===== src/rtl/sa_tile_sequencer_pkg.sv =====
// Shared types and sizing for the systolic-array tile sequencer.
// Counter width is derived so the longest tile (max N plus drain) never overflows.
package sa_tile_sequencer_pkg;

    localparam int MAX_INSTR = 8;
    localparam int INSTR_W   = 4;
    localparam int DRAIN     = 7;
    localparam int CNT_W     = $clog2((2**INSTR_W - 1) + DRAIN + 1);
    localparam int PTR_W     = $clog2(MAX_INSTR);

    typedef enum logic [2:0] {
        IDLE,
        FETCH,
        DECODE,
        CLEAR,
        STREAM,
        WRITE,
        DONE
    } state_t;

    typedef logic [PTR_W-1:0]   ptr_t;
    typedef logic [CNT_W-1:0]   cnt_t;
    typedef logic [INSTR_W-1:0] instr_t;

    // Zero-extend N before adding the drain so N=15 yields 22, not a wrapped value.
    function automatic cnt_t tile_len(input instr_t n);
        return cnt_t'(n) + cnt_t'(DRAIN);
    endfunction

endpackage


===== src/rtl/sa_tile_sequencer_if.sv =====
// Control/memory-strobe bundle between the host side and the tile sequencer.
// master = host/memories side, slave = sequencer.
interface sa_tile_sequencer_if;
    import sa_tile_sequencer_pkg::*;

    logic   ap_start;
    instr_t instr_data;
    logic   instr_rd;
    ptr_t   instr_addr;
    logic   in_clr;
    logic   a_rd;
    logic   b_rd;
    logic   sa_clr;
    logic   out_wr;
    ptr_t   out_tile;
    logic   out_rd_en;
    logic   busy;
    logic   ap_done;

    modport master (
        output ap_start, instr_data,
        input  instr_rd, instr_addr, in_clr, a_rd, b_rd, sa_clr,
               out_wr, out_tile, out_rd_en, busy, ap_done
    );

    modport slave (
        input  ap_start, instr_data,
        output instr_rd, instr_addr, in_clr, a_rd, b_rd, sa_clr,
               out_wr, out_tile, out_rd_en, busy, ap_done
    );

endinterface


===== src/rtl/sa_tile_sequencer_stream_counter.sv =====
// Loadable down-counter timing the STREAM phase; o_last flags the final read cycle.
// Load has priority over decrement; the count saturates at zero.
module sa_tile_sequencer_stream_counter
    import sa_tile_sequencer_pkg::*;
(
    input  logic i_clk,
    input  logic i_rst_n,
    input  logic i_load,
    input  cnt_t i_load_val,
    input  logic i_dec,
    output logic o_last
);

    cnt_t r_cnt;

    always_ff @(posedge i_clk or negedge i_rst_n) begin
        if (!i_rst_n) begin
            r_cnt <= '0;
        end else if (i_load) begin
            r_cnt <= i_load_val;
        end else if (i_dec && (r_cnt != '0)) begin
            r_cnt <= r_cnt - cnt_t'(1);
        end
    end

    assign o_last = (r_cnt == cnt_t'(1));

endmodule


===== src/rtl/sa_tile_sequencer.sv =====
// Walks instruction memory, running one clear/stream/commit pass per non-zero tile size.
// Outputs are registered from the next state so every strobe lines up with its state.
module sa_tile_sequencer
    import sa_tile_sequencer_pkg::*;
(
    input  logic                 i_clk,
    input  logic                 i_rst_n,
    sa_tile_sequencer_if.slave   io_ctrl
);

    state_t r_state;
    state_t w_state_nxt;
    ptr_t   r_ptr;
    ptr_t   w_ptr_nxt;
    logic   w_cnt_load;
    logic   w_cnt_dec;
    logic   w_cnt_last;
    logic   w_start;

    logic   r_instr_rd;
    ptr_t   r_instr_addr;
    logic   r_in_clr;
    logic   r_a_rd;
    logic   r_b_rd;
    logic   r_sa_clr;
    logic   r_out_wr;
    ptr_t   r_out_tile;
    logic   r_out_rd_en;
    logic   r_busy;
    logic   r_ap_done;

    sa_tile_sequencer_stream_counter u_stream_cnt (
        .i_clk      (i_clk),
        .i_rst_n    (i_rst_n),
        .i_load     (w_cnt_load),
        .i_load_val (tile_len(io_ctrl.instr_data)),
        .i_dec      (w_cnt_dec),
        .o_last     (w_cnt_last)
    );

    assign w_start = (r_state == IDLE) && io_ctrl.ap_start;

    always_ff @(posedge i_clk or negedge i_rst_n) begin
        if (!i_rst_n) begin
            r_state <= IDLE;
            r_ptr   <= '0;
        end else begin
            r_state <= w_state_nxt;
            r_ptr   <= w_ptr_nxt;
        end
    end

    always_comb begin
        w_state_nxt = r_state;
        w_ptr_nxt   = r_ptr;
        w_cnt_load  = 1'b0;
        w_cnt_dec   = 1'b0;
        case (r_state)
            IDLE: begin
                if (io_ctrl.ap_start) begin
                    w_state_nxt = FETCH;
                    w_ptr_nxt   = '0;
                end
            end
            FETCH:  w_state_nxt = DECODE;
            DECODE: begin
                if (io_ctrl.instr_data == '0) begin
                    w_state_nxt = DONE;
                end else begin
                    w_cnt_load  = 1'b1;
                    w_state_nxt = CLEAR;
                end
            end
            CLEAR:  w_state_nxt = STREAM;
            STREAM: begin
                w_cnt_dec = 1'b1;
                if (w_cnt_last) begin
                    w_state_nxt = WRITE;
                end
            end
            WRITE: begin
                // The last tile slot ends the run instead of wrapping the pointer.
                if (r_ptr == ptr_t'(MAX_INSTR - 1)) begin
                    w_state_nxt = DONE;
                end else begin
                    w_ptr_nxt   = r_ptr + ptr_t'(1);
                    w_state_nxt = FETCH;
                end
            end
            DONE:    w_state_nxt = IDLE;
            default: w_state_nxt = IDLE;
        endcase
    end

    always_ff @(posedge i_clk or negedge i_rst_n) begin
        if (!i_rst_n) begin
            r_instr_rd   <= 1'b0;
            r_instr_addr <= '0;
            r_in_clr     <= 1'b0;
            r_a_rd       <= 1'b0;
            r_b_rd       <= 1'b0;
            r_sa_clr     <= 1'b0;
            r_out_wr     <= 1'b0;
            r_out_tile   <= '0;
            r_busy       <= 1'b0;
            r_ap_done    <= 1'b0;
            r_out_rd_en  <= 1'b0;
        end else begin
            r_instr_rd   <= (w_state_nxt == FETCH);
            r_instr_addr <= (w_state_nxt == FETCH) ? w_ptr_nxt : '0;
            r_in_clr     <= (w_state_nxt == CLEAR);
            r_sa_clr     <= (w_state_nxt == CLEAR);
            r_a_rd       <= (w_state_nxt == STREAM);
            r_b_rd       <= (w_state_nxt == STREAM);
            r_out_wr     <= (w_state_nxt == WRITE);
            r_out_tile   <= (w_state_nxt == WRITE) ? r_ptr : '0;
            r_busy       <= (w_state_nxt != IDLE);
            // Done/readback are sticky levels, dropped only by an accepted start.
            if (w_state_nxt == DONE) begin
                r_ap_done   <= 1'b1;
                r_out_rd_en <= 1'b1;
            end else if (w_start) begin
                r_ap_done   <= 1'b0;
                r_out_rd_en <= 1'b0;
            end
        end
    end

    assign io_ctrl.instr_rd   = r_instr_rd;
    assign io_ctrl.instr_addr = r_instr_addr;
    assign io_ctrl.in_clr     = r_in_clr;
    assign io_ctrl.a_rd       = r_a_rd;
    assign io_ctrl.b_rd       = r_b_rd;
    assign io_ctrl.sa_clr     = r_sa_clr;
    assign io_ctrl.out_wr     = r_out_wr;
    assign io_ctrl.out_tile   = r_out_tile;
    assign io_ctrl.out_rd_en  = r_out_rd_en;
    assign io_ctrl.busy       = r_busy;
    assign io_ctrl.ap_done    = r_ap_done;

endmodule


===== src/flat_wrapper.sv =====
// flat-port wrapper written by rule: the top's interface ports become plain ports
module sa_tile_sequencer_flat import sa_tile_sequencer_pkg::*;
  (i_clk, i_rst_n, io_ctrl_ap_start, io_ctrl_instr_data, io_ctrl_instr_rd, io_ctrl_instr_addr, io_ctrl_in_clr, io_ctrl_a_rd, io_ctrl_b_rd, io_ctrl_sa_clr, io_ctrl_out_wr, io_ctrl_out_tile, io_ctrl_out_rd_en, io_ctrl_busy, io_ctrl_ap_done);
  sa_tile_sequencer_if io_ctrl_i ();
  input  logic i_clk;
  input  logic i_rst_n;
  input wire logic [$bits(io_ctrl_i.ap_start)-1:0] io_ctrl_ap_start;
  input wire logic [$bits(io_ctrl_i.instr_data)-1:0] io_ctrl_instr_data;
  output wire logic [$bits(io_ctrl_i.instr_rd)-1:0] io_ctrl_instr_rd;
  output wire logic [$bits(io_ctrl_i.instr_addr)-1:0] io_ctrl_instr_addr;
  output wire logic [$bits(io_ctrl_i.in_clr)-1:0] io_ctrl_in_clr;
  output wire logic [$bits(io_ctrl_i.a_rd)-1:0] io_ctrl_a_rd;
  output wire logic [$bits(io_ctrl_i.b_rd)-1:0] io_ctrl_b_rd;
  output wire logic [$bits(io_ctrl_i.sa_clr)-1:0] io_ctrl_sa_clr;
  output wire logic [$bits(io_ctrl_i.out_wr)-1:0] io_ctrl_out_wr;
  output wire logic [$bits(io_ctrl_i.out_tile)-1:0] io_ctrl_out_tile;
  output wire logic [$bits(io_ctrl_i.out_rd_en)-1:0] io_ctrl_out_rd_en;
  output wire logic [$bits(io_ctrl_i.busy)-1:0] io_ctrl_busy;
  output wire logic [$bits(io_ctrl_i.ap_done)-1:0] io_ctrl_ap_done;
  assign io_ctrl_i.ap_start = io_ctrl_ap_start;
  assign io_ctrl_i.instr_data = io_ctrl_instr_data;
  assign io_ctrl_instr_rd = io_ctrl_i.instr_rd;
  assign io_ctrl_instr_addr = io_ctrl_i.instr_addr;
  assign io_ctrl_in_clr = io_ctrl_i.in_clr;
  assign io_ctrl_a_rd = io_ctrl_i.a_rd;
  assign io_ctrl_b_rd = io_ctrl_i.b_rd;
  assign io_ctrl_sa_clr = io_ctrl_i.sa_clr;
  assign io_ctrl_out_wr = io_ctrl_i.out_wr;
  assign io_ctrl_out_tile = io_ctrl_i.out_tile;
  assign io_ctrl_out_rd_en = io_ctrl_i.out_rd_en;
  assign io_ctrl_busy = io_ctrl_i.busy;
  assign io_ctrl_ap_done = io_ctrl_i.ap_done;
  sa_tile_sequencer u_core (.i_clk(i_clk), .i_rst_n(i_rst_n), .io_ctrl(io_ctrl_i));
endmodule

===== config.mk =====
export PLATFORM = sky130hd
export DESIGN_NAME = sa_tile_sequencer_flat
export DESIGN_NICKNAME = d
export VERILOG_FILES = /design/src/rtl/sa_tile_sequencer_pkg.sv /design/src/rtl/sa_tile_sequencer_if.sv /design/src/rtl/sa_tile_sequencer_stream_counter.sv /design/src/rtl/sa_tile_sequencer.sv /design/src/flat_wrapper.sv
export SDC_FILE = /design/constraint.sdc
export NUM_CORES = 1
export LEC_CHECK = 0
export ABC_AREA = 1
export CAP_MARGIN = 20
export CORE_MARGIN = 2
export CORE_UTILIZATION = 55
export CTS_BUF_LIST = sky130_fd_sc_hd__clkbuf_8
export CTS_CLUSTER_SIZE = 14
export DETAILED_ROUTE_END_ITERATION = 8
export PLACE_DENSITY = 0.84
export SLEW_MARGIN = 5
export SYNTH_ARGS = -nofsm -noshare
export SYNTH_HDL_FRONTEND = slang
export SYNTH_SLANG_ARGS = --single-unit

===== constraint.sdc =====
create_clock -name i_clk -period 2.8 [get_ports i_clk]
set_clock_uncertainty 0.15 [all_clocks]
set_input_delay 0.56 -clock i_clk [delete_from_list [all_inputs] [get_ports i_clk]]
set_output_delay 0.56 -clock i_clk [all_outputs]
set_load 0.03 [all_outputs]

==> results of run 1 <==
[sequential cells by signal (all words and copies together), names as in the netlist]
| signal | flops |
|---|---|
| u_core.io_ctrl.busy | 1 |
| u_core.io_ctrl.a_rd | 1 |
| u_core.io_ctrl.instr_rd | 1 |
| u_core.io_ctrl.out_wr | 1 |
| u_core.u_stream_cnt.r_cnt | 5 |
| u_core.io_ctrl.instr_addr | 3 |
| u_core.io_ctrl.out_tile | 3 |
| u_core.io_ctrl.in_clr | 1 |
| u_core.io_ctrl.out_rd_en | 1 |
| u_core.r_ptr | 3 |
| u_core.r_state | 3 |
[how the worst max path moves through the flow]
stage	start	to	slack, ns
CTS	u_core.io_ctrl.out_rd_en	io_ctrl_out_rd_en	0.76
detailed placement	io_ctrl_instr_data[0]	u_core.u_stream_cnt.r_cnt[3]	0.53
global route	io_ctrl_instr_data[0]	u_core.u_stream_cnt.r_cnt[3]	0.69
finish	u_core.io_ctrl.out_rd_en	io_ctrl_out_rd_en	0.77
floorplan	io_ctrl_instr_data[0]	u_core.io_ctrl.busy	1.23
global placement	io_ctrl_instr_data[0]	u_core.u_stream_cnt.r_cnt[3]	0.57
[cell type report]
cell class | instances | area, µm²
Timing Repair Buffer | 22 | 218
Fill cell | 146 | 541
Clock inverter | 1 | 5.00
Multi-Input combinational cell | 99 | 495
Tap cell | 27 | 33.8
Clock buffer | 3 | 41.3
Inverter | 24 | 92.6
Sequential cell | 23 | 576
[metal layers]
layer  global-route usage  vias up
met1                0.222      473
met2                0.382       26
met5                    0        -
met3               0.0327        4
li1                     -      498
met4                0.104        0
[cells by family after synthesis]
| family | count (synthesis) | share of synthesized area |
|---|---|---|
| adders and majority gates | 5 | 0.0527 |
| xor gates and xnor gates | 1 | 0.00739 |
| DFF | 23 | 0.485 |
| and+or+nand+nor | 88 | 0.331 |
| buffers and inverters | 27 | 0.0971 |
| AOI/OAI and AO/OA | 5 | 0.0264 |
[synthesized netlist by cell type]
master | number | area (µm²)
nand3b_1 | 1 | 7.51
nand2_4 | 2 | 22.5
o22ai_1 | 1 | 6.26
xnor2_1 | 1 | 8.76
nand4_1 | 1 | 6.26
nand2_1 | 40 | 150
o21bai_1 | 2 | 15.0
inv_4 | 1 | 6.26
buf_4 | 3 | 22.5
o21ai_0 | 1 | 5.00
or2_2 | 1 | 6.26
inv_1 | 21 | 78.8
nand3_1 | 16 | 80.1
nand2_2 | 4 | 25.0
nor2_2 | 3 | 18.8
a21oi_1 | 1 | 5.00
dfrtp_1 | 23 | 576
inv_2 | 2 | 7.51
nor2_1 | 19 | 71.3
nor3_1 | 1 | 5.00
ha_1 | 5 | 62.6
[stage by stage]
stage,hold WS [ns],utilization,instances
3_5_place_dp,0.330,0.707,195
5_1_grt,0.369,0.730,199
4_1_cts,0.342,0.730,199
2_1_floorplan,0.114,-,149
6_report,0.344,0.730,199
3_3_place_gp,0.325,0.707,195
[report_power, final]
| group | internal, mW | leakage, nW | switching [mW] |
|---|---|---|---|
| sequential | 0.433 | 0.303 | 0.0825 |
| combinational | 0.286 | 0.439 | 0.485 |
| clock | 0.0991 | 0.0255 | 0.102 |
==> reports/metrics.cfg, run 1 <==
[run_status]
status = completed

[die]
die-area_um2 = 2540
die_w_um = 50.4
rows = 16
ioPinCount = 22
die_h_um = 50.4
coreArea_um2 = 2000
start_util = 0.593

[cells_and_area]
final_area_um2 = 1460
n_antenna_cell = 0
drive_gt1_frac = 0.105
final_nets = 185
final_cell_mix = nand2_1 (40), dfrtp_1 (23), inv_1 (21), clkdlybuf4s50_1 (21), nor2_1 (19)
syn2layout_area_growth_pct = 23.2
layout.cells.most_common = nand2_1

[yosys]
synth_area_um2 = 1190
syn_avg_cell_area_um2 = 7.96
seq_area_frac_synth = 0.485
yosys_warnings = 0
ys_ff_latch = 23
synthCells = 149
syn-num-nets = 161
yosysUniqueCellTypes = 21

[cts]
hold_buffers = 0
cts_buffer_depth = 2
clk_latency_ns = 0.26
clkSinkCount = 23
ctsRootBufferMaster = clkbuf_8
cts_resized = 0
clk_pin_slew_worst_paths_ns = 0.08
h-tree-depth = 1
cts_setup_buffers = 0
cts_inserted_buffers = 3
cts_tree = built

[routing]
wl_met1_um = 962
wl_per_cell_um = 11.4
final_antenna_net_count = 0
vias = 1001
first_iter_violations = 22
dr.pass1.iters = 4
routed.top_layer = met4
dr_wl_met2_um = 1200
drt-total-wl_um = 2280
viasPerCell = 5.03
remaining_drc_errors = 0
wl_met3_um = 83

[sta]
finalSetupViolCount = 0
slew_headroom = 0.780
rsz0062_at_grt = no
setup_tns_ns = 0
layout_min_cycle_time_ns = 2.03
fmax_mhz = 493
fin_ws_ns = 0.772
maxSlewViolCount = 0
hold_viol = 0
tightestPinTransition_ns = 0.328
period_share = 0.724

[global_route]
grt_use_total = 0.205
overflow = 0
antenna_found_initial = 0
grt_max_degree = 24
first_global_vias = 976
grt_pass1_wl_um = 3930

[setup_path]
slowest_delay_ns = 0.68
path_max_fanout = 3
cp_num_buf_inv = 1
crit_required_ns = 2.09
cp-start-kind = register
cp.arrival_ns = 1.32
end_kind = output port
cp_slowest_cell = clkdlybuf4s50_1
path_class = reg2out
path_depth = 1
r2r_slack_ns = 1.27
path_cells = clkdlybuf4s50_1
reg2reg_to = u_core.io_ctrl.busy
path_delay_family = buffers and inverters
r2r_start = u_core.r_ptr[0]
worstRegToRegCells = 8

[power]
power.density_nw_per_um2 = 1020
cellLeakagePower_nw = 0.767
ir_drop_mv = 0.667
fin_total_pwr_mw = 1.49

[place]
hpwl_um = 1810
dpl-instance-area_um2 = 1420
numPortBuffers = 21
post-place-ws_ns = 0.527
routabilityCongestion = 0.899

[hold_path]
whs_path_depth = 1
holdPathEnd = u_core.io_ctrl.instr_addr[0]
min-delay-start = u_core.r_ptr[0]
hold_class = reg2reg

[job]
cap_violations = 0

Power figures use the tool's default switching activity.
==> run 2, diff against run 1 <==
--- a/config.mk
+++ b/config.mk
@@ -8,11 +8,11 @@
 export ABC_AREA = 1
 export CAP_MARGIN = 20
 export CORE_MARGIN = 2
-export CORE_UTILIZATION = 55
+export CORE_UTILIZATION = 53
 export CTS_BUF_LIST = sky130_fd_sc_hd__clkbuf_8
 export CTS_CLUSTER_SIZE = 14
 export DETAILED_ROUTE_END_ITERATION = 8
-export PLACE_DENSITY = 0.84
+export PLACE_DENSITY = 0.82
 export SLEW_MARGIN = 5
 export SYNTH_ARGS = -nofsm -noshare
 export SYNTH_HDL_FRONTEND = slang
==> constraint.sdc (replaced) <==
create_clock -name i_clk -period 2 [get_ports i_clk]
set_clock_uncertainty 0.15 [all_clocks]
set_input_delay 0.4 -clock i_clk [delete_from_list [all_inputs] [get_ports i_clk]]
set_output_delay 0.4 -clock i_clk [all_outputs]
set_load 0.03 [all_outputs]
==> reports/metrics.cfg, run 2 (same netlist as run 1, synthesis figures left out) <==
[cts]
hold_buffers = 0  ; unchanged
cts_setup_buffers = 0  ; unchanged
cts_resized = 0  ; unchanged
cts_inserted_buffers = 3  ; unchanged
ctsRootBufferMaster = clkbuf_8
h-tree-depth = 1  ; unchanged
clkSinkCount = 23  ; unchanged
clk_pin_slew_worst_paths_ns = 0.08  ; about the same
cts_buffer_depth = 2  ; unchanged
cts_tree = built
clk_latency_ns = 0.26  ; about the same

[routing]
remaining_drc_errors = 0  ; unchanged
drt-total-wl_um = 2140  ; -6.0%
final_antenna_net_count = 0  ; unchanged
viasPerCell = 4.87  ; -3.2%
dr.pass1.iters = 4  ; unchanged
first_iter_violations = 17  ; -23%
wl_per_cell_um = 10.6  ; -7.0%
vias = 979  ; -2.2%

[setup_path]
crit_required_ns = 1.45  ; -0.64 ns
cp-start-kind = register
r2r_slack_ns = 0.51  ; -0.76 ns
cp.arrival_ns = 1.30  ; -0.02 ns
path_max_fanout = 3  ; unchanged
slowest_delay_ns = 0.68  ; about the same
reg2reg_to = u_core.io_ctrl.busy
path_depth = 1  ; unchanged
crit_end = io_ctrl_ap_done
cp_num_buf_inv = 1  ; unchanged
path_class = reg2out
r2r_start = u_core.r_ptr[0]
worstRegToRegCells = 8  ; unchanged
cp_slowest_cell = clkdlybuf4s50_1
crit_start = u_core.io_ctrl.out_rd_en
path_cells = clkdlybuf4s50_1
path_delay_family = buffers and inverters
end_kind = output port

[sta]
tightestPinTransition_ns = 0.321  ; -0.00666 ns
fin_hold_ws_ns = 0.322  ; -0.0229 ns
layout_min_cycle_time_ns = 1.85
period_share = 0.926
slew_headroom = 0.785  ; +0.00445
fin_ws_ns = 0.147  ; -0.625 ns
fmax_mhz = 540
hold_viol = 0  ; unchanged
finalSetupViolCount = 0  ; unchanged
rsz0062_at_grt = no
maxSlewViolCount = 0  ; unchanged

[cells_and_area]
n_antenna_cell = 0  ; unchanged
final_area_um2 = 1470  ; +0.77%
final_nets = 186  ; +0.54%
fin_util = 0.679  ; -0.0512
top_register = u_core.u_stream_cnt.r_cnt
regArea_um2 = 576  ; unchanged
nFillCells = 169  ; +16%
drive_gt1_frac = 0.116  ; +0.0110
layout.cells.most_common = nand2_1
final-instance-count-excl-fill = 201  ; +1.0%
largest_register_ffs = 5  ; unchanged
multi_input_area_um2 = 498  ; +0.51%
syn2layout_area_growth_pct = 24.2
final_cell_mix = nand2_1 (40), dfrtp_1 (23), inv_1 (21), clkdlybuf4s50_1 (21), nor2_1 (18)

[die]
ioPinCount = 22  ; unchanged
start_util = 0.547  ; -0.0458
die-area_um2 = 2630  ; +3.5%
coreArea_um2 = 2170  ; +8.4%
die_h_um = 51.3  ; +1.7%
die_w_um = 51.3  ; +1.7%
rows = 17  ; +1

[place]
hpwl_um = 1710  ; -5.5%
dpl-instance-area_um2 = 1420  ; +0.62%
numPortBuffers = 21  ; unchanged
post-place-ws_ns = -0.109  ; -0.635 ns
routabilityCongestion = 0.889  ; -1.1%
placedCellCount = 197  ; +1.0%

[power]
ir_drop_mv = 0.878  ; +32%
cellLeakagePower_nw = 0.771  ; +0.53%
power.density_nw_per_um2 = 1400  ; +38%

[global_route]
grt_use_total = 0.199  ; -0.00622
grt_pass1_wl_um = 3970  ; +1.0%
first_global_vias = 1000  ; +2.5%
grt_max_degree = 24  ; unchanged
antenna_found_initial = 0  ; unchanged
overflow = 0  ; unchanged

[hold_path]
hold_class = in2async

[job]
cap_violations = 0  ; unchanged

[run_status]
status = completed

run 2: cell count changes in the layout (fill, tap and decap cells not counted), sizes merged:
cell	delta
buf	+1
run 2: final cells by class:
cell class,count,area share
sequential,23,0.391
multi-input combinational,99,0.338
timing repair buffer,23,0.153
inverter,24,0.0629
clock buffer,3,0.0280
tap,28,0.0238
clock inverter,1,0.00340
run 2: worst min path at each step:
stage               startpoint                      endpoint  slack [ns]
3_5_place_dp   u_core.r_ptr[0]  u_core.io_ctrl.instr_addr[0]        0.33
6_report               i_rst_n         u_core.io_ctrl.in_clr        0.32
3_3_place_gp   u_core.r_ptr[0]  u_core.io_ctrl.instr_addr[0]        0.32
4_1_cts                i_rst_n         u_core.io_ctrl.in_clr        0.34
2_1_floorplan          i_rst_n           u_core.io_ctrl.a_rd       -0.05
5_1_grt        u_core.r_ptr[0]  u_core.io_ctrl.instr_addr[0]        0.37
run 2: layer usage:
metal | vias up | routed length (µm) | global-route usage
li1 | 504 | - | -
met1 | 444 | 956 | 0.240
met2 | 24 | 1040 | 0.340
met3 | 7 | 99 | 0.0497
met4 | 0 | 42 | 0.0789
met5 | - | 0 | 0
run 2: power breakdown:
group / leakage [nW] / internal, mW / switching [mW]
registers: 0.303 / 0.606 / 0.112
logic: 0.443 / 0.404 / 0.663
clock network: 0.0255 / 0.139 / 0.141
total: 0.771 / 1.15 / 0.916
run 2: stage by stage:
step	power (mW)	TNS, ns
2_1_floorplan	1.50	0
3_3_place_gp	1.75	-0.0775
3_5_place_dp	1.79	-0.253
4_1_cts	2.07	0
5_1_grt	2.26	0
6_report	2.06	0
==> run 3, diff against run 2 <==
--- a/config.mk
+++ b/config.mk
@@ -8,11 +8,11 @@
 export ABC_AREA = 1
 export CAP_MARGIN = 20
 export CORE_MARGIN = 2
-export CORE_UTILIZATION = 53
+export CORE_UTILIZATION = 55
 export CTS_BUF_LIST = sky130_fd_sc_hd__clkbuf_8
 export CTS_CLUSTER_SIZE = 14
 export DETAILED_ROUTE_END_ITERATION = 8
-export PLACE_DENSITY = 0.82
+export PLACE_DENSITY = 0.84
 export SLEW_MARGIN = 5
 export SYNTH_ARGS = -nofsm -noshare
 export SYNTH_HDL_FRONTEND = slang
==> constraint.sdc (replaced) <==
create_clock -name i_clk -period 2.4 [get_ports i_clk]
set_clock_uncertainty 0.15 [all_clocks]
set_input_delay 0.48 -clock i_clk [delete_from_list [all_inputs] [get_ports i_clk]]
set_output_delay 0.48 -clock i_clk [all_outputs]
set_load 0.03 [all_outputs]
==> results of run 3 <==
The final DEF is identical to that of run 1. Status: completed.
Among the figures that moved: setup slack after placement 0.527 ns -> 0.207 ns; setup slack after layout 0.772 ns -> 0.452 ns; register-to-register setup slack 1.27 ns -> 0.87 ns; total power 1.49 mW -> 1.73 mW; worst IR drop on VDD 0.667 mV -> 0.778 mV
==> variant, RTL diff (flow settings as in run 2) <==
Reset style: synchronous (`i_rst_n`), changed in 3 clocked blocks.
--- a/src/rtl/sa_tile_sequencer_stream_counter.sv
+++ b/src/rtl/sa_tile_sequencer_stream_counter.sv
@@ -13,7 +13,7 @@
 
     cnt_t r_cnt;
 
-    always_ff @(posedge i_clk or negedge i_rst_n) begin
+    always_ff @(posedge i_clk) begin
         if (!i_rst_n) begin
             r_cnt <= '0;
         end else if (i_load) begin
--- a/src/rtl/sa_tile_sequencer.sv
+++ b/src/rtl/sa_tile_sequencer.sv
@@ -40,7 +40,7 @@
 
     assign w_start = (r_state == IDLE) && io_ctrl.ap_start;
 
-    always_ff @(posedge i_clk or negedge i_rst_n) begin
+    always_ff @(posedge i_clk) begin
         if (!i_rst_n) begin
             r_state <= IDLE;
             r_ptr   <= '0;
@@ -92,7 +92,7 @@
         endcase
     end
 
-    always_ff @(posedge i_clk or negedge i_rst_n) begin
+    always_ff @(posedge i_clk) begin
         if (!i_rst_n) begin
             r_instr_rd   <= 1'b0;
             r_instr_addr <= '0;
Formal check against the unedited RTL: differs if i_rst_n is asserted again (counterexample within 4 cycles, from zero or initial values and one cycle with i_rst_n low); with i_rst_n held inactive, the same outputs for 10 cycles.
==> variant against run 2 <==
  * Area after synthesis fell by 5.4%
  * Synthesized cell count rose by 8.1%
  * Design area fell by 4.4%
  * Final cell count rose by 5.5%
  * Sequential cell count did not move
  * Setup slack improved by 0.0090 ns
  * Routed wire length rose by 6.6%
  * Largest cell class is now multi-input gates
  * Core utilization rose by 3.1 points
Power is not compared: it rests on default switching activity, and its combinational part moved more than twofold at a synthesized area within 25%.
==> variant: results <==
[global_routing]
grt_first_pass_wirelength_um = 4150
track_usage_pct = 21.4
globalRouteMet1Util_pct = 25.6
grt_met2_use_pct = 38.2
gr-usage-met3_pct = 3.64
grt_pass1_vias = 996
grt_start_max_net_pins = 14

[synth]
netlist_top_cells_count = "sky130_fd_sc_hd__nand2_1 (32), sky130_fd_sc_hd__inv_1 (28), sky130_fd_sc_hd__nor2_1 (26), sky130_fd_sc_hd__dfxtp_1 (23), sky130_fd_sc_hd__nand3_1 (17)"
post_synth_fa_ha_maj_area_fraction_pct = 5.57
synth_seq_area_share_pct = 41.0
synth-compound-area-share_pct = 6.69
netlist-cell-type-count = 19
syn_area_per_cell_um2 = 6.97
synth_top_cells_by_area = "sky130_fd_sc_hd__dfxtp_1 (41%), sky130_fd_sc_hd__nand2_1 (11%), sky130_fd_sc_hd__inv_1 (9.4%)"
synth-xor-area-share_pct = 0.780
synth_fp_nets = 173
synth-async-reset-ratio_pct = 0

[final_layout]
layout.cells.non_filler = 212
final_net_count = 198
drive_gt1_share_pct = 8.11

[setup_path]
r2r_cells = 10
top_fanout_value_on_the_critical_path = 3
launch_instance_of_the_worst_register_to_register_path = "u_core.u_stream_cnt.r_cnt[0]$_SDFFE_PN0P_"
critPathLaunch = "u_core.io_ctrl.ap_done$_SDFFE_PN0P_"
reg2reg_setup_slack_ns = 0.43
reg2reg_to = "u_core.u_stream_cnt.r_cnt[1]$_SDFFE_PN0P_"

[detailed_routing]
met3_wirelength_um = 68
drtIter0Drc = 26
met2WireLength_um = 1170
viasPerCell = 4.89
drt-met1-wl_um = 1020
routed_wl_um = 2280

[placed_design]
gp_congestion = 0.830
dp_slack_ns = -0.0606

[worst_hold_path]
worst_hold_class = "reg -> reg"

[status]
outcome = "finished, final reports clean"

[timing]
worstMarginPinSlew_ns = 0.389
fin_crit_ns = 1.84
-- variant: cell count changes in the layout (fill, tap and decap cells not counted), sizes merged --
cell / delta
inv: +5
nor3: -1
o21bai: -2
dfrtp: -23
a21oi: +5
dfxtp: +23
buf: +1
nand3: +1
nand3b: -1
nand2: -11
o22ai: -1
nand4: +1
o21ai: +8
nor2: +7
-- variant: layout make-up --
type	instances	area (µm²)
Clock buffer	3	41.3
Clock inverter	1	5.00
Fill cell	147	574
Inverter	29	109
Multi-Input combinational cell	105	526
Sequential cell	23	460
Tap cell	27	33.8
Timing Repair Buffer	24	233
-- variant: tightest hold or removal path: stages, from the launching register on --
cell	delay [ns]
sky130_fd_sc_hd__dfxtp_1	0.31
sky130_fd_sc_hd__inv_1	0.06
sky130_fd_sc_hd__nor2_1	0.04
-- variant: power breakdown --
part | leakage (nW) | total [mW] | internal (mW) | switching (mW)
clock | 0.0255 | 0.284 | 0.139 | 0.145
sequential | 0.187 | 0.521 | 0.492 | 0.0287
combinational | 0.452 | 0.319 | 0.125 | 0.194
